[config.mk]
export PLATFORM = sky130hd
export DESIGN_NAME = sync_latency_meter
export DESIGN_NICKNAME = d
export VERILOG_FILES = /design/src/rtl/sync_latency_meter.sv
export SDC_FILE = /design/constraint.sdc
export NUM_CORES = 1
export LEC_CHECK = 0
export BUFFER_PORTS_ARGS = -buffer_cell sky130_fd_sc_hd__buf_4
export CAP_MARGIN = 20
export CORE_MARGIN = 8
export CORE_UTILIZATION = 40
export DETAILED_ROUTE_END_ITERATION = 7
export GPL_TIMING_DRIVEN = 0
export SYNTH_ARGS = -nofsm -noshare
export SYNTH_HDL_FRONTEND = slang
export SYNTH_SLANG_ARGS = --single-unit
[constraint.sdc]
create_clock -name clk -period 3.17 [get_ports clk]
set_input_delay 0.317 -clock clk [delete_from_list [all_inputs] [get_ports clk]]
set_output_delay 0.317 -clock clk [all_outputs]
set_load 0.02 [all_outputs]
[src/rtl/sync_latency_meter.sv]
// Round-trip latency meter: counts cycles from an accepted sync strobe to the
// first rising edge of its echo, with timeout and running min/max statistics.
module sync_latency_meter #(
    parameter int CNT_WIDTH = 16,
    parameter int TIMEOUT   = 1000
) (
    input  logic                 clk,
    input  logic                 reset,
    input  logic                 start,
    input  logic                 echo,
    input  logic                 clr,
    output logic                 busy,
    output logic                 valid,
    output logic                 timeout,
    output logic [CNT_WIDTH-1:0] lat,
    output logic [CNT_WIDTH-1:0] lat_min,
    output logic [CNT_WIDTH-1:0] lat_max
);

    typedef enum logic {
        IDLE  = 1'b0,
        COUNT = 1'b1
    } state_t;

    localparam logic [CNT_WIDTH-1:0] TIMEOUT_C = CNT_WIDTH'(TIMEOUT);
    localparam logic [CNT_WIDTH-1:0] CNT_ONE   = CNT_WIDTH'(1);

    state_t                state_q, state_d;
    logic [CNT_WIDTH-1:0]  cnt_q, cnt_d;
    logic                  echo_dly_q, echo_dly_d;
    logic                  busy_q, busy_d;
    logic                  valid_q, valid_d;
    logic                  timeout_q, timeout_d;
    logic [CNT_WIDTH-1:0]  lat_q, lat_d;
    logic [CNT_WIDTH-1:0]  lat_min_q, lat_min_d;
    logic [CNT_WIDTH-1:0]  lat_max_q, lat_max_d;

    logic                  echo_rise;
    logic [CNT_WIDTH-1:0]  min_base;
    logic [CNT_WIDTH-1:0]  max_base;

    always_comb begin
        state_d    = state_q;
        cnt_d      = cnt_q;
        echo_dly_d = echo;
        busy_d     = busy_q;
        valid_d    = 1'b0;
        timeout_d  = 1'b0;
        lat_d      = lat_q;

        echo_rise  = echo & ~echo_dly_q;

        // clr is applied before a same-edge sample so that sample seeds both bounds
        min_base   = clr ? '1 : lat_min_q;
        max_base   = clr ? '0 : lat_max_q;
        lat_min_d  = min_base;
        lat_max_d  = max_base;

        case (state_q)
            IDLE: begin
                if (start) begin
                    state_d = COUNT;
                    cnt_d   = CNT_ONE;
                    busy_d  = 1'b1;
                end
            end
            COUNT: begin
                if (echo_rise) begin
                    state_d = IDLE;
                    busy_d  = 1'b0;
                    valid_d = 1'b1;
                    lat_d   = cnt_q;
                    if (cnt_q < min_base) begin
                        lat_min_d = cnt_q;
                    end
                    if (cnt_q > max_base) begin
                        lat_max_d = cnt_q;
                    end
                end else if (cnt_q == TIMEOUT_C) begin
                    state_d   = IDLE;
                    busy_d    = 1'b0;
                    timeout_d = 1'b1;
                end else begin
                    cnt_d = cnt_q + CNT_ONE;
                end
            end
            default: begin
                state_d = IDLE;
                busy_d  = 1'b0;
            end
        endcase
    end

    always_ff @(posedge clk or negedge reset) begin
        if (!reset) begin
            state_q    <= IDLE;
            cnt_q      <= '0;
            echo_dly_q <= 1'b0;
            busy_q     <= 1'b0;
            valid_q    <= 1'b0;
            timeout_q  <= 1'b0;
            lat_q      <= '0;
            lat_min_q  <= '1;
            lat_max_q  <= '0;
        end else begin
            state_q    <= state_d;
            cnt_q      <= cnt_d;
            echo_dly_q <= echo_dly_d;
            busy_q     <= busy_d;
            valid_q    <= valid_d;
            timeout_q  <= timeout_d;
            lat_q      <= lat_d;
            lat_min_q  <= lat_min_d;
            lat_max_q  <= lat_max_d;
        end
    end

    assign busy    = busy_q;
    assign valid   = valid_q;
    assign timeout = timeout_q;
    assign lat     = lat_q;
    assign lat_min = lat_min_q;
    assign lat_max = lat_max_q;

endmodule

==> results.toml <==
[placed_design]
pre_cts_ws_ns = 0.109
gp_congestion = 0.822
port_buffers = 55
dpl_cell_area_um2 = 4240
dp_hpwl_um = 6750

[grt]
groute.usage.overall = 0.157
grt_max_degree = 70
grt_overflow = 0
antenna_found_initial = 0
grt_pass1_wl_um = 15600
grt_pass1_vias = 2968

[clock_network]
path_clk_slew_ns = 0.07
ctsHoldBuffers = 0
cts_setup_buffers = 0
cts-root-buf = "clkbuf_8"
clk_path_buf_depth = 2
ctsHtreeMaxLevel = 3
ctsResizeCount = 0
cts_tree = "yes"
numClockSinks = 69
clk_latency_ns = 0.34
cts_buffers = 9

[sta]
relSlewSlack = 0.421
hold_ws_ns = 0.107
worst_slack_ns = 0.520
fin_crit_ns = 2.65
period_share = 0.836
finalClockSkew_ns = 0.0103
rsz0062_at_grt = "no"
max_freq_mhz = 377
finalSetupViolCount = 0
tightest_slew_ns = 0.869
setup-tns-final_ns = 0
final_hold_viol_count = 0
slew_violations = 0

[setup_path]
worst-endpoint-arrival_ns = 2.91
rr_startpoint = "cnt_q[3]"
startpoint = "clr"
crit_fanout = 10
r2r_cells = 7
worstSetupPathType = "in -> reg"
reg2reg_slack_ns = 0.64
worstSetupStartpointType = "primary input"
crit_required_ns = 3.43
critPathCaptureType = "flip-flop"

[yosys]
yosys_warnings = 0
synthTopCellsByArea = "dfrtp_1 36%, dfstp_2 11%, ha_1 11%, mux2i_1 9.2%, o21ai_0 3.3%"
synth_commonest_cells = "53 x dfrtp_1, 34 x mux2i_1, 33 x ha_1"
syn_area_um2 = 3690
syn_nets = 381
synth_edf_count = 0
syn_inst = 343
avgSynthCellArea_um2 = 10.7
synth-compound-area-share = 0.110
synth_xor_area_frac = 0.0166
ys_async_sr_fraction = 1.00
synth_fa_ha_area_frac = 0.112
synth_flop_cell = "dfrtp_1"
yosys.area.top_type_share = 0.360
synthDistinctLibCells = 48
yosys.cell_count.top_type = "dfrtp_1"
yosys-mux-area-fraction = 0.0964
yosysSeqAreaShare = 0.474
yosys_register_bits = 69
post-synth-top-area-cell = "dfrtp_1"
synth_top_family_by_area = "simple AND/OR/NAND/NOR gates"
yosys.area_share.simple = 0.157

[power]
p_sw_frac = 0.342
p_leak_nw = 2.27
p_clk_frac = 0.258
seq_power_share = 0.443
powerDensity_nw_per_um2 = 568
internal_power_mw = 1.65
ir_worst_vdd_v = 0.000387
p_switching_mw = 0.855
p_comb_frac = 0.299

[layout]
fin_area_um2 = 4410
antennaDiodeCount = 0
syn2layout_area_growth_pct = 19.6
nNetsFinal = 447
drive_gt1_frac = 0.235
utilization = 0.484

[floorplanning]
die-height_um = 112
die_area_um2 = 12500
pin_count = 56
core_area_um2 = 9110
die_x_um = 112
start_util = 0.405
row_count = 35

[detailed_routing]
routed_wirelength_um = 9320
detail-route-antenna-nets = 0
route.vias.total = 2769
drc = 0
routedWlPerCell_um = 17.8
drt-pass1-iter-count = 4
first_iter_violations = 97
viasPerCell = 5.28

[status]
outcome = "finished clean"

[worst_hold_path]
hold_path.class = "in -> async"

[job]
maxCapViolations = 0
registers in the layout, summed over array words and instances, names as in the netlist:
name / cells
echo_dly_q: 1
cnt_q: 16
lat: 16
busy: 1
valid: 1
lat_min: 16
timeout: 1
lat_max: 16
state_q: 1
layout make-up:
| type | instances | area (um^2) |
|---|---|---|
| clock buffer | 13 | 159 |
| timing repair buffer | 55 | 413 |
| sequential | 69 | 1750 |
| multi-input combinational | 246 | 1810 |
| buffer | 11 | 61.3 |
| fill | 884 | 4700 |
| inverter | 17 | 63.8 |
| tap | 111 | 139 |
| clock inverter | 2 | 10.0 |
worst max-delay path: stages:
cell and delay, ns:
buf_4 0.11, clkbuf_1 0.49, nor2_1 0.15, ha_1 0.33, and4_1 0.23, nand2_1 0.12, o41a_1 0.48, o211ai_4 0.22
buf_6 0.25, mux2i_1 0.20
cell usage in the layout (no fill, tap or decap), types with 3 or more instances in the layout:
| cell type | count |
|---|---|
| xnor2_1 | 7 |
| mux2i_1 | 34 |
| dfstp_2 | 16 |
| nor3_1 | 3 |
| ha_1 | 33 |
| or3_1 | 4 |
| nor2_1 | 28 |
| o21ai_0 | 24 |
| a21oi_1 | 11 |
| nand3_1 | 8 |
| dfrtp_1 | 53 |
| clkbuf_8 | 11 |
| a21o_1 | 3 |
| nand2b_1 | 18 |
| nand2_1 | 28 |
| nand4_1 | 10 |
| buf_4 | 55 |
| inv_1 | 17 |
| nor4_1 | 3 |
| clkbuf_1 | 10 |
metrics by stage:
stage	power, mW	std cells
3_3_place_gp	1.87	509
3_5_place_dp	1.88	509
2_1_floorplan	1.60	343
6_report	2.50	524
4_1_cts	2.54	524
5_1_grt	2.67	524
kinds of logic after synthesis:
kind of cell / count (synthesis)
compound gates: 57
xor+xnor: 7
fa+ha+maj: 33
buf+inv: 28
flops: 69
mux: 35
simple gates: 114
final timing paths:
| kind | endpoint |
|---|---|
| max | lat_min[9] |
| min | valid |
| max reg2reg | lat_max[9] |
| min reg2reg | lat[9] |
| max in group asynchronous | lat_max[2] |
| min in group clk | echo_dly_q |
power by group through the flow:
stage / sequential, mW / combinational [mW] / clock, mW
5_1_grt: 1.13 / 0.824 / 0.714
2_1_floorplan: 1.20 / 0.395 / 0
4_1_cts: 1.11 / 0.759 / 0.668
3_5_place_dp: 1.12 / 0.755 / 0
6_report: 1.11 / 0.748 / 0.646
3_3_place_gp: 1.12 / 0.744 / 0
layer usage:
metal  wire length, um  global-route usage  share of wire  up-vias
li1                  -                   -              -     1352
met3               450              0.0384          0.048       10
met4               102              0.0531          0.011        0
met1              4490               0.206           0.48     1346
met2              4290               0.249           0.46       61
met5                 0                   0              0        -
Power figures use the tool's default switching activity.
